`config.mk`:
```
export PLATFORM = sky130hd
export DESIGN_NAME = periodic_irq_gen
export DESIGN_NICKNAME = d
export VERILOG_FILES = /design/src/rtl/periodic_irq_gen.sv
export SDC_FILE = /design/constraint.sdc
export NUM_CORES = 1
export LEC_CHECK = 0
export BUFFER_PORTS_ARGS = -buffer_cell sky130_fd_sc_hd__buf_4
export CORE_AREA = 2 2 135 137
export CTS_CLUSTER_DIAMETER = 100
export DETAILED_ROUTE_END_ITERATION = 8
export DIE_AREA = 0 0 137 139
export GPL_ROUTABILITY_DRIVEN = 0
export MAX_ROUTING_LAYER = met4
export PLACE_DENSITY = 0.53
export SETUP_SLACK_MARGIN = 0.2
export SLEW_MARGIN = 20
export SYNTH_ARGS = -nofsm -noshare
export SYNTH_HDL_FRONTEND = slang
export SYNTH_SLANG_ARGS = --single-unit
```
`constraint.sdc`:
```
create_clock -name clk -period 6 [get_ports clk]
set_input_delay 0 -clock clk [delete_from_list [all_inputs] [get_ports clk]]
set_output_delay 0 -clock clk [all_outputs]
set_load 0.01 [all_outputs]
```
`src/rtl/periodic_irq_gen.sv`:
```
// Multi-channel periodic interrupt generator: per-channel period, enable, pulse/level mode,
// level acknowledge and sticky overrun. Define PERIODIC_IRQ_GEN_CYCLE_CNT_EN for the cycle counter.
module periodic_irq_gen #(
  parameter int NUM_CH = 4,
  parameter int CNT_W  = 16
) (
  input  logic                    clk,
  input  logic                    PoR_rst,
  input  logic                    run_i,
  input  logic [NUM_CH-1:0]       en_i,
  input  logic [NUM_CH-1:0]       mode_i,
  input  logic [NUM_CH*CNT_W-1:0] period_i,
  input  logic [NUM_CH-1:0]       ack_i,
  input  logic [NUM_CH-1:0]       ovr_clr_i,
  output logic [NUM_CH-1:0]       irq_o,
  output logic [NUM_CH-1:0]       ovr_o,
  output logic [31:0]             cycle_cnt_o
);

  genvar k;
  generate
    for (k = 0; k < NUM_CH; k++) begin : g_ch
      logic [CNT_W-1:0] period;
      logic [CNT_W-1:0] period_m1;
      logic [CNT_W-1:0] cnt;
      logic             act;
      logic             tick;
      logic             irq_q;
      logic             ovr_q;

      assign period    = period_i[k*CNT_W +: CNT_W];
      assign period_m1 = period - CNT_W'(1);
      assign act       = run_i & en_i[k] & (period != '0);
      // >= lets a shrunk period fire right away instead of wrapping around
      assign tick      = act & (cnt >= period_m1);

      always_ff @(posedge clk or posedge PoR_rst) begin
        if (PoR_rst) begin
          cnt <= '0;
        end else if (!act || tick) begin
          cnt <= '0;
        end else begin
          cnt <= cnt + CNT_W'(1);
        end
      end

      always_ff @(posedge clk or posedge PoR_rst) begin
        if (PoR_rst) begin
          irq_q <= 1'b0;
        end else if (!mode_i[k]) begin
          irq_q <= tick;
        end else if (!act) begin
          irq_q <= 1'b0;
        end else if (tick) begin
          irq_q <= 1'b1;
        end else if (ack_i[k]) begin
          irq_q <= 1'b0;
        end
      end

      // Overrun only exists in level mode; a set beats a simultaneous clear
      always_ff @(posedge clk or posedge PoR_rst) begin
        if (PoR_rst) begin
          ovr_q <= 1'b0;
        end else if (mode_i[k]) begin
          if (tick && irq_q && !ack_i[k]) begin
            ovr_q <= 1'b1;
          end else if (ovr_clr_i[k]) begin
            ovr_q <= 1'b0;
          end
        end
      end

      assign irq_o[k] = irq_q;
      assign ovr_o[k] = ovr_q;
    end
  endgenerate

`ifdef PERIODIC_IRQ_GEN_CYCLE_CNT_EN
  logic [31:0] cycle_cnt_q;

  always_ff @(posedge clk or posedge PoR_rst) begin
    if (PoR_rst) begin
      cycle_cnt_q <= '0;
    end else if (run_i) begin
      cycle_cnt_q <= cycle_cnt_q + 32'd1;
    end else begin
      cycle_cnt_q <= '0;
    end
  end

  assign cycle_cnt_o = cycle_cnt_q;
`else
  assign cycle_cnt_o = '0;
`endif

endmodule

```
# Word level (Yosys, flattened, before mapping)
# Index checks and enable logic that the tools add are counted.
# op_classes
add_sub_neg,8
multipliers,0
div_mod_pow,0
order_cmp,4
n_eq_ne,4
n_shift,0
mux,28
bitwise,12
n_reduce_logical,32
# ops
operator,count
16-bit by 1-bit adder with 16-bit output (second input constant),4
16-bit >= comparator,4
16-bit two-way mux,4
16-bit nonzero test,4
16-bit by 1-bit subtractor with 16-bit output (second input constant),4
1-bit two-way mux,24
4-bit by 3-bit inequality test with 1-bit output (second input constant),4
1-bit bitwise AND,12
1-bit logical AND,8
1-bit logical NOT,8
2-bit AND reduction,4
2-bit nonzero test,4
1-bit logical OR,4
# totals
ff_bits,72
latch_bits,0
ram_bits,0
romBits,0
output_inout_bits,40
word_cells,100
memories,0

# Longest topological paths before layout
# Gate-level depths: netlist (run 1).
# depth
ltp_word,7
ltp_mapped,14

# Worst setup path before layout (run 1)
# Ideal clock, no wire load.
# synth_timing
path_kind,input to register
from,input port period_i[48]
to,register g_ch[3].cnt[9]
setup_ns,0.119
arrival_time_ns,3.080
required_time_ns,5.881
path_slack_ns,2.801
stages,13
path_buffers,1
cell_sequence,inv_1 > ha_1 > or4b_4 > or2_2 > or4_1 > xor2_1 > ha_1 > nand4_1 > nor2_1 > or4b_2 > nand4_4 > buf_6 > nor2_1
# synth_via
elab_chain_cells,5
word_cells_on_any_way,8
cone_classes,1 x add/sub; 1 x order compare; 1 x mux; 2 x bitwise; 3 x reduce/logical
# synth_rtl
element,line,text
from (decl),12,"input logic [NUM_CH*CNT_W-1:0] period_i,"
16-bit by 1-bit subtractor with 16-bit output / 16-bit nonzero test (equally long branches),"32, 33",
16-bit >= comparator / 1-bit bitwise AND (equally long branches),"35, 33",
1-bit bitwise AND / 1-bit logical NOT (equally long branches),--,
1-bit logical OR *,40,end else if (!act || tick) begin
16-bit two-way mux *,40,
to (signal assigned),43,cnt <= cnt + CNT_W'(1);
to (decl),25,logic [CNT_W-1:0] cnt;
# Every way passes the cells marked *; elsewhere a longest branch is shown, timed or not.
# A chain may end at the register's enable or synchronous reset.

# Worst setup path after layout (run 1)
# layout_timing
from,input port period_i[16]
to,register g_ch[1].ovr_q
# layout_via
elab_chain_cells,7
word_cells_on_any_way,10
cone_classes,1 x add/sub; 1 x order compare; 1 x mux; 2 x bitwise; 5 x reduce/logical
# layout_rtl
element,line,text
16-bit by 1-bit subtractor with 16-bit output / 16-bit nonzero test (equally long branches),"32, 33",
16-bit >= comparator / 1-bit bitwise AND (equally long branches),"35, 33",
1-bit bitwise AND *,35,assign tick = act & (cnt >= period_m1);
1-bit logical AND * (2 in a row),66,if (tick && irq_q && !ack_i[k]) begin
2-bit nonzero test (no source line),--,
2-bit AND reduction (no source line),--,
to (signal assigned),64,ovr_q <= 1'b0;
to (signal assigned),67,ovr_q <= 1'b1;
to (signal assigned),69,ovr_q <= 1'b0;
to (decl),29,logic ovr_q;
# Marked as above.

==> impl_metrics.py, run 1 <==
metrics = {
    "global_routing": {
        "grtUsageMet2": 0.220,
        "busiest_layer": "met2",
        "grt.met3_usage": 0.0179,
        "grt_first_pass_wirelength_um": 21300,
        "groute.usage.overall": 0.139,
        "grt.met1_usage": 0.182,
        "vias_in_the_first_global_route": 4686,
        "grt_max_degree": 73,
        "grt_overflow_total": 0,
        "grt_antenna_before_repair": 0,
    },
    "clock_network": {
        "inserted_clock_buffers": 9,
        "clockBufferDepth": 2,
        "cts-root-buf": "clkbuf_16",
        "tritoncts": "done",
        "cts_max_level": 3,
        "clock_insertion_delay_worst_skew_ns": 0.33,
        "clk_pin_slew_ns": 0.06,
        "numClockSinks": 72,
        "post_cts_setup_bufs": 0,
    },
    "synthesis": {
        "ys_async_sr_fraction": 1.00,
        "yosys.cell_types.count": 49,
        "synth_largest_type_area_fraction": 0.300,
        "synthMuxAreaShare": 0,
        "synth.ff_latch_count": 72,
        "synth_cells": 678,
        "synth_compound_gate_area_share": 0.0662,
        "synthMostInstantiatedCell": "nor2_1",
        "ys.flop_type": "dfrtp_1",
        "synth-seq-area-share": 0.300,
        "yosys-top-cells-area": "dfrtp_1 (30%), ha_1 (15%), xor2_1 (8.4%)",
        "synth_area_um2": 6010,
        "synth_largest_area_cell": "dfrtp_1",
        "synth-xor-area-share": 0.160,
        "synth.avg_cell_area_um2": 8.87,
        "synth-simple-area-share": 0.250,
        "yosys.area_share.adder": 0.150,
        "synth_enable_flop_cells": 0,
        "yosysWarnings": 0,
        "synth_top_family_by_area": "simple AND/OR/NAND/NOR gates",
        "netlist_top_cells_count": "nor2_1 (85), dfrtp_1 (72), ha_1 (72)",
    },
    "run_status": {
        "run_status": "finished, violations left",
        "violated_checks": "hold timing",
    },
    "critical_path": {
        "critical_path.reg2reg.endpoint": "g_ch[1].ovr_q",
        "worst-r2r-setup-slack_ns": 3.39,
        "crit_path_end_kind": "register",
        "cp-startpoint": "period_i[16]",
        "start_kind": "input pin",
        "worst_reg2reg_path_depth": 7,
        "arrival_ns": 3.50,
        "r2r-start": "g_ch[1].cnt[0]",
        "crit_fanout": 18,
        "critPathKind": "in2reg",
        "timing.critical_path.required_ns": 6.27,
    },
    "detailed_routing": {
        "drt-initial-drc-count": 221,
        "average_routed_wire_per_standard_cell_um": 12.2,
        "post_drt_via_cell_ratio": 4.74,
        "vias": 4784,
        "drt.antenna.violating_nets": 0,
        "finalWirelength_um": 12300,
        "first_pass_iters": 4,
        "drc_errors": 0,
    },
    "power_and_ir_drop": {
        "p_per_area_nw_per_um2": 172,
        "power_leakage_uw": 0.00321,
        "ir_drop_uv": 144,
    },
    "sta": {
        "hold_ws_ns": -0.0243,
        "totalNegativeSetupSlack_ns": 0,
        "maxSlewViolCount": 0,
        "hold_viol_final": 57,
        "slew_at_the_pin_with_the_worst_max_slew_slack_ns": 0.948,
        "timing.final.crit_share": 0.539,
        "fmax_achieved_ghz": 0.309,
        "skew_ns": 0.00717,
        "final-setup-viol-count": 0,
        "period_minus_slack_ns": 3.23,
        "tightest_slew_margin_relative_to_the_limit": 0.368,
        "finalWorstSetupSlack_ns": 2.77,
        "unrepaired_setup_endpoints_after_global_routing": "false",
    },
    "finish": {
        "diodes": 0,
        "fillerInstances": 1814,
        "areaGrowthSynthToFinish_pct": 19.8,
        "register_area_um2": 1800,
        "design.final.nets": 931,
        "multi_input_comb_area_um2": 3880,
        "ratio_of_cells_with_drive_above_1_in_the_final_layout": 0.151,
    },
    "floorplanning": {
        "dieHeight_um": 139,
        "io_pins": 123,
        "die_w_um": 137,
        "rows": 49,
        "dieArea_um2": 19000,
        "initial_core_util": 0.340,
        "coreArea_um2": 17700,
    },
    "placement": {
        "dpl_worst_slack_ns": 2.34,
        "port_buffers": 90,
        "hpwl_um": 9500,
    },
    "min_path": {
        "timing.hold.worst.class": "in2async",
    },
    "job": {
        "maxCapViolations": 0,
    },
}
worst max-delay path by stage:
| stage | end | slack [ns] | cells past startpoint |
|---|---|---|---|
| finish | g_ch[1].ovr_q | 2.77 | 13 |
| floorplan | g_ch[3].cnt[9] | 2.80 | 13 |
| global route | g_ch[2].cnt[12] | 2.46 | 12 |
| detailed placement | g_ch[1].ovr_q | 2.34 | 13 |
| CTS | g_ch[1].ovr_q | 2.69 | 13 |
| global placement | g_ch[1].ovr_q | 2.34 | 13 |
cell usage in the layout, fill, tap and decap left out, types with 3 or more instances in the layout:
| master | Yosys | final |
|---|---|---|
| dlygate4sd3_1 | 0 | 12 |
| ha_1 | 72 | 72 |
| a21o_1 | 5 | 5 |
| nand3_1 | 34 | 34 |
| xor2_1 | 58 | 58 |
| or2_2 | 3 | 3 |
| o21ai_0 | 6 | 6 |
| nor2_1 | 85 | 85 |
| xnor2_1 | 52 | 52 |
| nand2b_1 | 8 | 8 |
| conb_1 | 1 | 32 |
| nand2_1 | 45 | 45 |
| and3_1 | 11 | 11 |
| nor4_1 | 12 | 12 |
| buf_4 | 40 | 92 |
| or3_1 | 4 | 4 |
| nor3_1 | 38 | 38 |
| a32o_1 | 3 | 3 |
| a2111oi_0 | 7 | 7 |
| inv_1 | 26 | 25 |
| nand4_1 | 25 | 25 |
| nor3b_1 | 4 | 4 |
| nor2b_1 | 4 | 4 |
| o21a_1 | 4 | 4 |
| and4_1 | 4 | 4 |
| or4_1 | 3 | 3 |
| a21oi_1 | 17 | 17 |
| dfrtp_1 | 72 | 72 |
| clkbuf_16 | 0 | 9 |
| nand3b_1 | 7 | 7 |
sequential cells by signal, indices dropped and copies added, names as in the netlist:
name        count
g_ch.cnt       64
g_ch.irq_q      4
g_ch.ovr_q      4
layer usage:
metal	vias to the layer above	wire [um]	part of all wire
met5	-	0	0
met4	0	166	0.013
met3	11	432	0.035
met2	79	5730	0.46
met1	2180	6010	0.49
li1	2514	-	-
logic make-up after synthesis:
| logic type | Yosys count |
|---|---|
| buffers and inverters | 74 |
| XOR/XNOR | 110 |
| flip-flops | 72 |
| AND/OR/NAND/NOR | 295 |
| AO/OA/AOI/OAI | 54 |
| other | 1 |
| adder cells (fa/ha/maj) | 72 |
timing repair:
item | 4_1_cts | 5_1_grt
resized for setup | 0 | 0
hold buffers | 12 | 0
endpoints found under the hold margin | 8 | 0
area by class of cell:
type,count,share of cell area
Inverter,26,0.0136
Clock inverter,3,0.00904
Tap cell,229,0.0398
Clock buffer,12,0.0356
Timing Repair Buffer,104,0.113
Multi-Input combinational cell,563,0.539
Sequential cell,72,0.250
metrics by stage:
stage	hold slack [ns]	cell area [um2]	cells	total power, uW	util
3_5_place_dp	0.316	6760	982	666	0.383
5_1_grt	0.0493	7200	1009	1300	0.408
3_3_place_gp	0.311	6760	982	666	0.383
4_1_cts	0.00951	7200	1009	1260	0.408
2_1_floorplan	0.174	6130	709	602	-
6_report	-0.0243	7200	1009	1240	0.408
power by group:
part / internal [uW] / switching [uW] / total (uW)
clock: 384 / 195 / 579
sequential: 488 / 4.18 / 493
combinational: 80.8 / 87.8 / 169
total: 953 / 287 / 1240
worst max-delay path: stages:
cell       delay, ns
buf_4           0.12
inv_1           0.07
ha_1            0.17
nor3b_1         0.40
nand3_1         0.25
or3_1           0.37
xor2_1          0.15
ha_1            0.27
nand4_1         0.10
or2_2           0.33
a2111oi_0       0.41
or4_1           0.60
a22o_1          0.25
Note: power is estimated with default switching activity, not from simulation.
==> run 2: changes to the inputs <==
--- a/config.mk
+++ b/config.mk
@@ -12,7 +12,7 @@
 export DIE_AREA = 0 0 137 139
 export GPL_ROUTABILITY_DRIVEN = 0
 export MAX_ROUTING_LAYER = met4
-export PLACE_DENSITY = 0.53
+export PLACE_DENSITY = 0.55
 export SETUP_SLACK_MARGIN = 0.2
 export SLEW_MARGIN = 20
 export SYNTH_ARGS = -nofsm -noshare
==> constraint.sdc (replaced) <==
create_clock -name clk -period 2.85 [get_ports clk]
set_input_delay 0 -clock clk [delete_from_list [all_inputs] [get_ports clk]]
set_output_delay 0 -clock clk [all_outputs]
set_load 0.01 [all_outputs]
==> run 2 against run 1 <==
Compared with the run above: the run now ends clean; clock skew down 0.0011 ns; total power up 100%; final area up 8.7%; critical endpoint is now g_ch[3].cnt[1]; hold slack better by 0.081 ns; non-clock buffer count up 51; sequential share of layout area down 2.0 points; core utilization up 3.6 points; highest routed layer unchanged; worst setup slack worse by 2.5 ns; register-to-register slack worse by 3.0 ns; combinational power up 150%; clock-buffer cell count up 2.
==> impl_metrics.py, run 2 (synthesis gave the netlist of run 1 again) <==
metrics = {
    "clock_network": {
        "inserted_clock_buffers": 9,
        "numClockSinks": 72,
        "tritoncts": "done",
        "clk_pin_slew_ns": 0.05,
        "cts-root-buf": "clkbuf_16",
        "clock_insertion_delay_worst_skew_ns": 0.33,
        "cts_max_level": 3,
        "clockBufferDepth": 2,
    },
    "sta": {
        "maxSlewViolCount": 0,
        "period_minus_slack_ns": 2.63,
        "final-setup-viol-count": 0,
        "fmax_achieved_ghz": 0.380,
        "unrepaired_setup_endpoints_after_global_routing": "true",
        "totalNegativeSetupSlack_ns": 0,
        "slew_at_the_pin_with_the_worst_max_slew_slack_ns": 0.646,
        "timing.final.crit_share": 0.923,
        "finalWorstSetupSlack_ns": 0.218,
        "skew_ns": 0.00603,
        "hold_viol_final": 0,
        "tightest_slew_margin_relative_to_the_limit": 0.569,
    },
    "critical_path": {
        "crit_fanout": 8,
        "r2r-start": "g_ch[1].cnt[0]",
        "critical_path.reg2reg.endpoint": "g_ch[1].ovr_q",
        "timing.critical_path.required_ns": 3.07,
        "worst_path_largest_cell_delay_ns": 0.53,
        "cpMaxStageDelayCell": "or4b_4",
        "crit_path_end_kind": "register",
        "crit_chain": "buf_12 > inv_12 > ha_4 > or4b_4 > or2_4 > or4_4 > xor2_2 > ha_1 > nand4_1 > nor2_1 > or4b_4 > nand4_4 > nor2_1",
        "arrival_ns": 2.85,
        "worst_reg2reg_path_depth": 8,
        "cp-startpoint": "period_i[49]",
        "worst-r2r-setup-slack_ns": 0.44,
        "cp-endpoint": "g_ch[3].cnt[1]",
        "start_kind": "input pin",
        "critPathKind": "in2reg",
    },
    "finish": {
        "areaGrowthSynthToFinish_pct": 30.2,
        "final_common_cell": "buf_4",
        "largest_register_ffs": 64,
        "final_cell_area_um2": 7830,
        "mostFrequentLayoutCells": "buf_4 (139), nor2_1 (75), ha_1 (71), dfrtp_1 (71), xor2_1 (57)",
        "largestRegisters": "g_ch.cnt (64), g_ch.irq_q (4), g_ch.ovr_q (4)",
        "largest_reg_by_ff_count": "g_ch.cnt",
        "ratio_of_cells_with_drive_above_1_in_the_final_layout": 0.246,
        "design.final.nets": 983,
        "diodes": 0,
    },
    "detailed_routing": {
        "finalWirelength_um": 13200,
        "drc_errors": 0,
        "post_drt_via_cell_ratio": 4.75,
        "first_pass_iters": 4,
        "vias": 5043,
        "drt-initial-drc-count": 228,
        "drt.antenna.violating_nets": 0,
        "average_routed_wire_per_standard_cell_um": 12.4,
    },
    "floorplanning": {
        "initial_core_util": 0.340,
        "dieArea_um2": 19000,
        "dieHeight_um": 139,
        "io_pins": 123,
        "die_w_um": 137,
        "coreArea_um2": 17700,
        "rows": 49,
    },
    "global_routing": {
        "grt_overflow_total": 0,
        "groute.usage.overall": 0.146,
        "vias_in_the_first_global_route": 4785,
        "grt_first_pass_wirelength_um": 22100,
        "grt_antenna_before_repair": 0,
        "grt_max_degree": 46,
    },
    "placement": {
        "dpl_worst_slack_ns": -0.275,
        "detailed_place.area_um2": 7230,
        "hpwl_um": 10100,
        "port_buffers": 90,
    },
    "min_path": {
        "timing.hold.worst.class": "in2reg",
    },
    "job": {
        "maxCapViolations": 0,
    },
    "power_and_ir_drop": {
        "p_per_area_nw_per_um2": 323,
        "ir_drop_uv": 277,
        "power_leakage_uw": 0.00347,
    },
    "run_status": {
        "run_status": "finished clean",
    },
}
[run 2: changes by cell type in the layout (fill, tap and decap cells not counted), moves of 4 or more]
cell	before	now
buf_4	92	139
nor2_1	85	75
nor2_2	0	10
nor4_1	12	6
nor3_1	38	33
nor3_2	0	5
a2111oi_0	7	3
nor4_2	0	4
[run 2: worst min-delay path by stage]
stage                          from              end  slack, ns  depth (start not counted)
final                     mode_i[1]    g_ch[1].irq_q       0.06                          4
after floorplan           mode_i[1]    g_ch[1].ovr_q       0.17                          2
after detailed placement    PoR_rst  g_ch[2].cnt[13]       0.15                          2
after global routing        en_i[3]    g_ch[3].irq_q       0.06                          3
after CTS                 mode_i[1]    g_ch[1].irq_q       0.04                          4
after global placement      PoR_rst  g_ch[2].cnt[13]       0.14                          2
[run 2: critical path, delay by kind of cell]
kind,cells,cell delay (ns)
buffers and inverters,2,0.15
xor gates and xnor gates,1,0.16
adders and majority gates,2,0.39
and+or+nand+nor,8,2.14
[run 2: where the power goes]
group          internal (uW)  switching (uW)
clock network            660             412
registers               1030            8.50
logic                    212             208
total                   1900             629
[run 2: final cells by class]
cell class	instances	area (um2)
multi-input combinational	564	4110
timing repair buffer	155	1220
clock inverter	2	12.5
fill	1797	9830
clock buffer	14	274
sequential	72	1800
tap	229	287
inverter	26	118
[run 2: through the flow]
| stage | hold slack (ns) | std cells | util | total power [uW] |
|---|---|---|---|---|
| 6_report | 0.0563 | 1062 | 0.443 | 2530 |
| 5_1_grt | 0.0623 | 1062 | 0.443 | 2660 |
| 4_1_cts | 0.0391 | 1062 | 0.435 | 2560 |
| 3_5_place_dp | 0.145 | 1031 | 0.409 | 1450 |
| 3_3_place_gp | 0.143 | 1031 | 0.409 | 1450 |
| 2_1_floorplan | 0.174 | 709 | - | 1270 |
[run 2: what timing repair did]
item,in CTS,in global routing
setup endpoints to repair,18,71
resized for setup,4,33
hold buffers,13,0
gates cloned,1,0
pin swaps,14,9
buffers inserted,1,0
endpoints found under the hold margin,35,0
[run 2: layer usage]
metal	GRT usage	vias to the layer above	routed length [um]	part of all wire
met1	0.189	2346	6450	0.49
met5	-	-	0	0
li1	-	2617	-	-
met3	0.0230	11	425	0.032
met4	0.0440	0	148	0.011
met2	0.235	69	6180	0.47
==> run 3: changes to the inputs <==
--- a/config.mk
+++ b/config.mk
@@ -6,13 +6,13 @@
 export NUM_CORES = 1
 export LEC_CHECK = 0
 export BUFFER_PORTS_ARGS = -buffer_cell sky130_fd_sc_hd__buf_4
-export CORE_AREA = 2 2 135 137
+export CORE_AREA = 2 2 112 114
 export CTS_CLUSTER_DIAMETER = 100
 export DETAILED_ROUTE_END_ITERATION = 8
-export DIE_AREA = 0 0 137 139
+export DIE_AREA = 0 0 114 116
 export GPL_ROUTABILITY_DRIVEN = 0
 export MAX_ROUTING_LAYER = met4
-export PLACE_DENSITY = 0.55
+export PLACE_DENSITY = 0.76
 export SETUP_SLACK_MARGIN = 0.2
 export SLEW_MARGIN = 20
 export SYNTH_ARGS = -nofsm -noshare
==> run 3 against run 2 <==
Compared with the run above: wire length up 4.0%; non-clock buffer count decreased by 20; sequential share of layout area rose by 0.95 points; critical path depth unchanged; sequential power about the same; worst setup slack got worse by 0.0097 ns; sequential cell count did not move.
==> impl_metrics.py, run 3 (synthesis gave the netlist of run 1 again) <==
metrics = {
    "run_status": {
        "run_status": "finished clean",
    },
    "detailed_routing": {
        "post_drt_via_cell_ratio": 5.37,
        "first_pass_iters": 4,
        "met3_wirelength_um": 520,
        "route.met2.wl_um": 7200,
        "average_routed_wire_per_standard_cell_um": 14.3,
        "drt.antenna.violating_nets": 0,
        "route.layer.met1.wl_um": 5900,
        "drt-initial-drc-count": 187,
        "finalWirelength_um": 13700,
        "vias": 5153,
        "drc_errors": 0,
        "maxUsedRoutingLayer": "met4",
    },
    "placement": {
        "hpwl_um": 10500,
        "port_buffers": 90,
        "place_inst": 928,
    },
    "clock_network": {
        "numClockSinks": 72,
        "tritoncts": "done",
        "clockBufferDepth": 2,
        "cts_max_level": 3,
        "inserted_clock_buffers": 9,
        "clk_pin_slew_ns": 0.06,
        "cts-root-buf": "clkbuf_16",
        "clock_insertion_delay_worst_skew_ns": 0.32,
    },
    "finish": {
        "areaGrowthSynthToFinish_pct": 25.0,
        "ratio_of_cells_with_drive_above_1_in_the_final_layout": 0.213,
        "largest_register_ffs": 64,
        "finish.cell_count_without_fillers": 960,
        "largestRegisters": "g_ch.cnt (64), g_ch.irq_q (4), g_ch.ovr_q (4)",
        "largest_reg_by_ff_count": "g_ch.cnt",
        "design.final.nets": 963,
        "final_common_cell": "buf_4",
        "diodes": 0,
        "mostFrequentLayoutCells": "buf_4 (121), nor2_1 (80), dfrtp_1 (72)",
    },
    "sta": {
        "period_minus_slack_ns": 2.64,
        "unrepaired_setup_endpoints_after_global_routing": "true",
        "skew_ns": 0.00445,
        "hold_ws_ns": 0.0391,
        "hold_viol_final": 0,
        "final-setup-viol-count": 0,
        "fmax_achieved_ghz": 0.379,
        "timing.final.crit_share": 0.927,
        "tightest_slew_margin_relative_to_the_limit": 0.451,
        "slew_at_the_pin_with_the_worst_max_slew_slack_ns": 0.823,
        "totalNegativeSetupSlack_ns": 0,
        "maxSlewViolCount": 0,
    },
    "power_and_ir_drop": {
        "power.total_uw": 2520,
        "p_per_area_nw_per_um2": 335,
        "ir_drop_uv": 246,
        "power_leakage_uw": 0.00338,
    },
    "critical_path": {
        "start_kind": "input pin",
        "arrival_ns": 2.85,
        "worst_path_largest_cell_delay_ns": 0.53,
        "timing.critical_path.required_ns": 3.06,
        "worst_reg2reg_path_depth": 8,
        "crit_path_end_kind": "register",
        "cpMaxStageDelayCell": "or4b_4",
        "crit_chain": "buf_8 > clkinv_8 > ha_4 > or4b_4 > or2_4 > or4_4 > xor2_2 > ha_1 > nand4_1 > nor2_1 > or4b_4 > nand4_4 > nor2_1",
        "crit_fanout": 8,
        "critPathKind": "in2reg",
    },
    "floorplanning": {
        "coreArea_um2": 11900,
        "io_pins": 123,
        "initial_core_util": 0.505,
        "rows": 40,
        "dieArea_um2": 13200,
        "die_w_um": 114,
        "dieHeight_um": 116,
    },
    "global_routing": {
        "vias_in_the_first_global_route": 5127,
        "grt_overflow_total": 0,
        "grt_antenna_before_repair": 0,
        "grt_max_degree": 41,
        "groute.usage.overall": 0.219,
        "grt_first_pass_wirelength_um": 23000,
    },
    "job": {
        "maxCapViolations": 0,
    },
    "min_path": {
        "timing.hold.worst.class": "in2reg",
        "hold_path_stages": 3,
    },
}
run 3: cell types whose count changed in the layout (fill, tap and decap cells not counted), moves of 2 or more:
cell,change
buf_4,-18
nor2_1,+5
nor2_2,-5
nor3_1,+4
nor3_2,-4
clkbuf_8,-3
clkinv_2,+2
nor4_1,+2
nor4_2,-2
run 3: cell type report:
| type | instances | area [um2] |
|---|---|---|
| multi-input combinational | 564 | 4060 |
| timing repair buffer | 135 | 1060 |
| fill | 974 | 4400 |
| clock buffer | 12 | 236 |
| inverter | 26 | 123 |
| tap | 147 | 184 |
| clock inverter | 4 | 45.0 |
| sequential | 72 | 1800 |
run 3: worst paths after layout:
kind                                 from              end  slack (ns)
hold / removal                  mode_i[2]    g_ch[2].ovr_q        0.04
max in group asynchronous         PoR_rst  g_ch[1].cnt[15]        1.53
hold reg to reg            g_ch[2].cnt[0]   g_ch[2].cnt[0]        0.51
setup / recovery             period_i[48]   g_ch[3].cnt[0]        0.21
min in group asynchronous         PoR_rst  g_ch[2].cnt[13]        0.42
setup reg to reg           g_ch[1].cnt[0]    g_ch[1].ovr_q        0.40
run 3: repair_timing:
action	in CTS	in global routing
setup endpoints to repair	18	72
buffers inserted	1	2
hold buffers	12	0
pin swaps	17	7
gates resized for setup	7	19
gates cloned	1	0
endpoints found under the hold margin	46	0
run 3: layer usage:
metal | vias up | GRT usage
li1 | 2573 | -
met1 | 2463 | 0.262
met2 | 107 | 0.392
met3 | 10 | 0.0366
met4 | 0 | 0.0423
met5 | - | -
run 3: report_power, final:
group / switching (uW) / total (uW) / internal (uW) / leakage [uW]
sequential: 8.27 / 1040 / 1030 / 0.00100
combinational: 209 / 406 / 197 / 0.00224
clock: 400 / 1070 / 674 / 0.000140
total: 617 / 2520 / 1900 / 0.00338
run 3: worst max-delay path: cells and delay by family:
| kind | cells | cell delay [ns] |
|---|---|---|
| buf+inv | 2 | 0.15 |
| fa+ha+maj | 2 | 0.37 |
| simple gates | 8 | 2.17 |
| xor+xnor | 1 | 0.16 |
run 3: stage by stage:
step           instance area, um2  setup WS, ns  utilization
6_report                     7510         0.208        0.631
3_3_place_gp                 6960        -0.264        0.584
2_1_floorplan                6230       -0.0663            -
3_5_place_dp                 6960        -0.334        0.584
4_1_cts                      7410         0.178        0.622
5_1_grt                      7510        0.0755        0.631
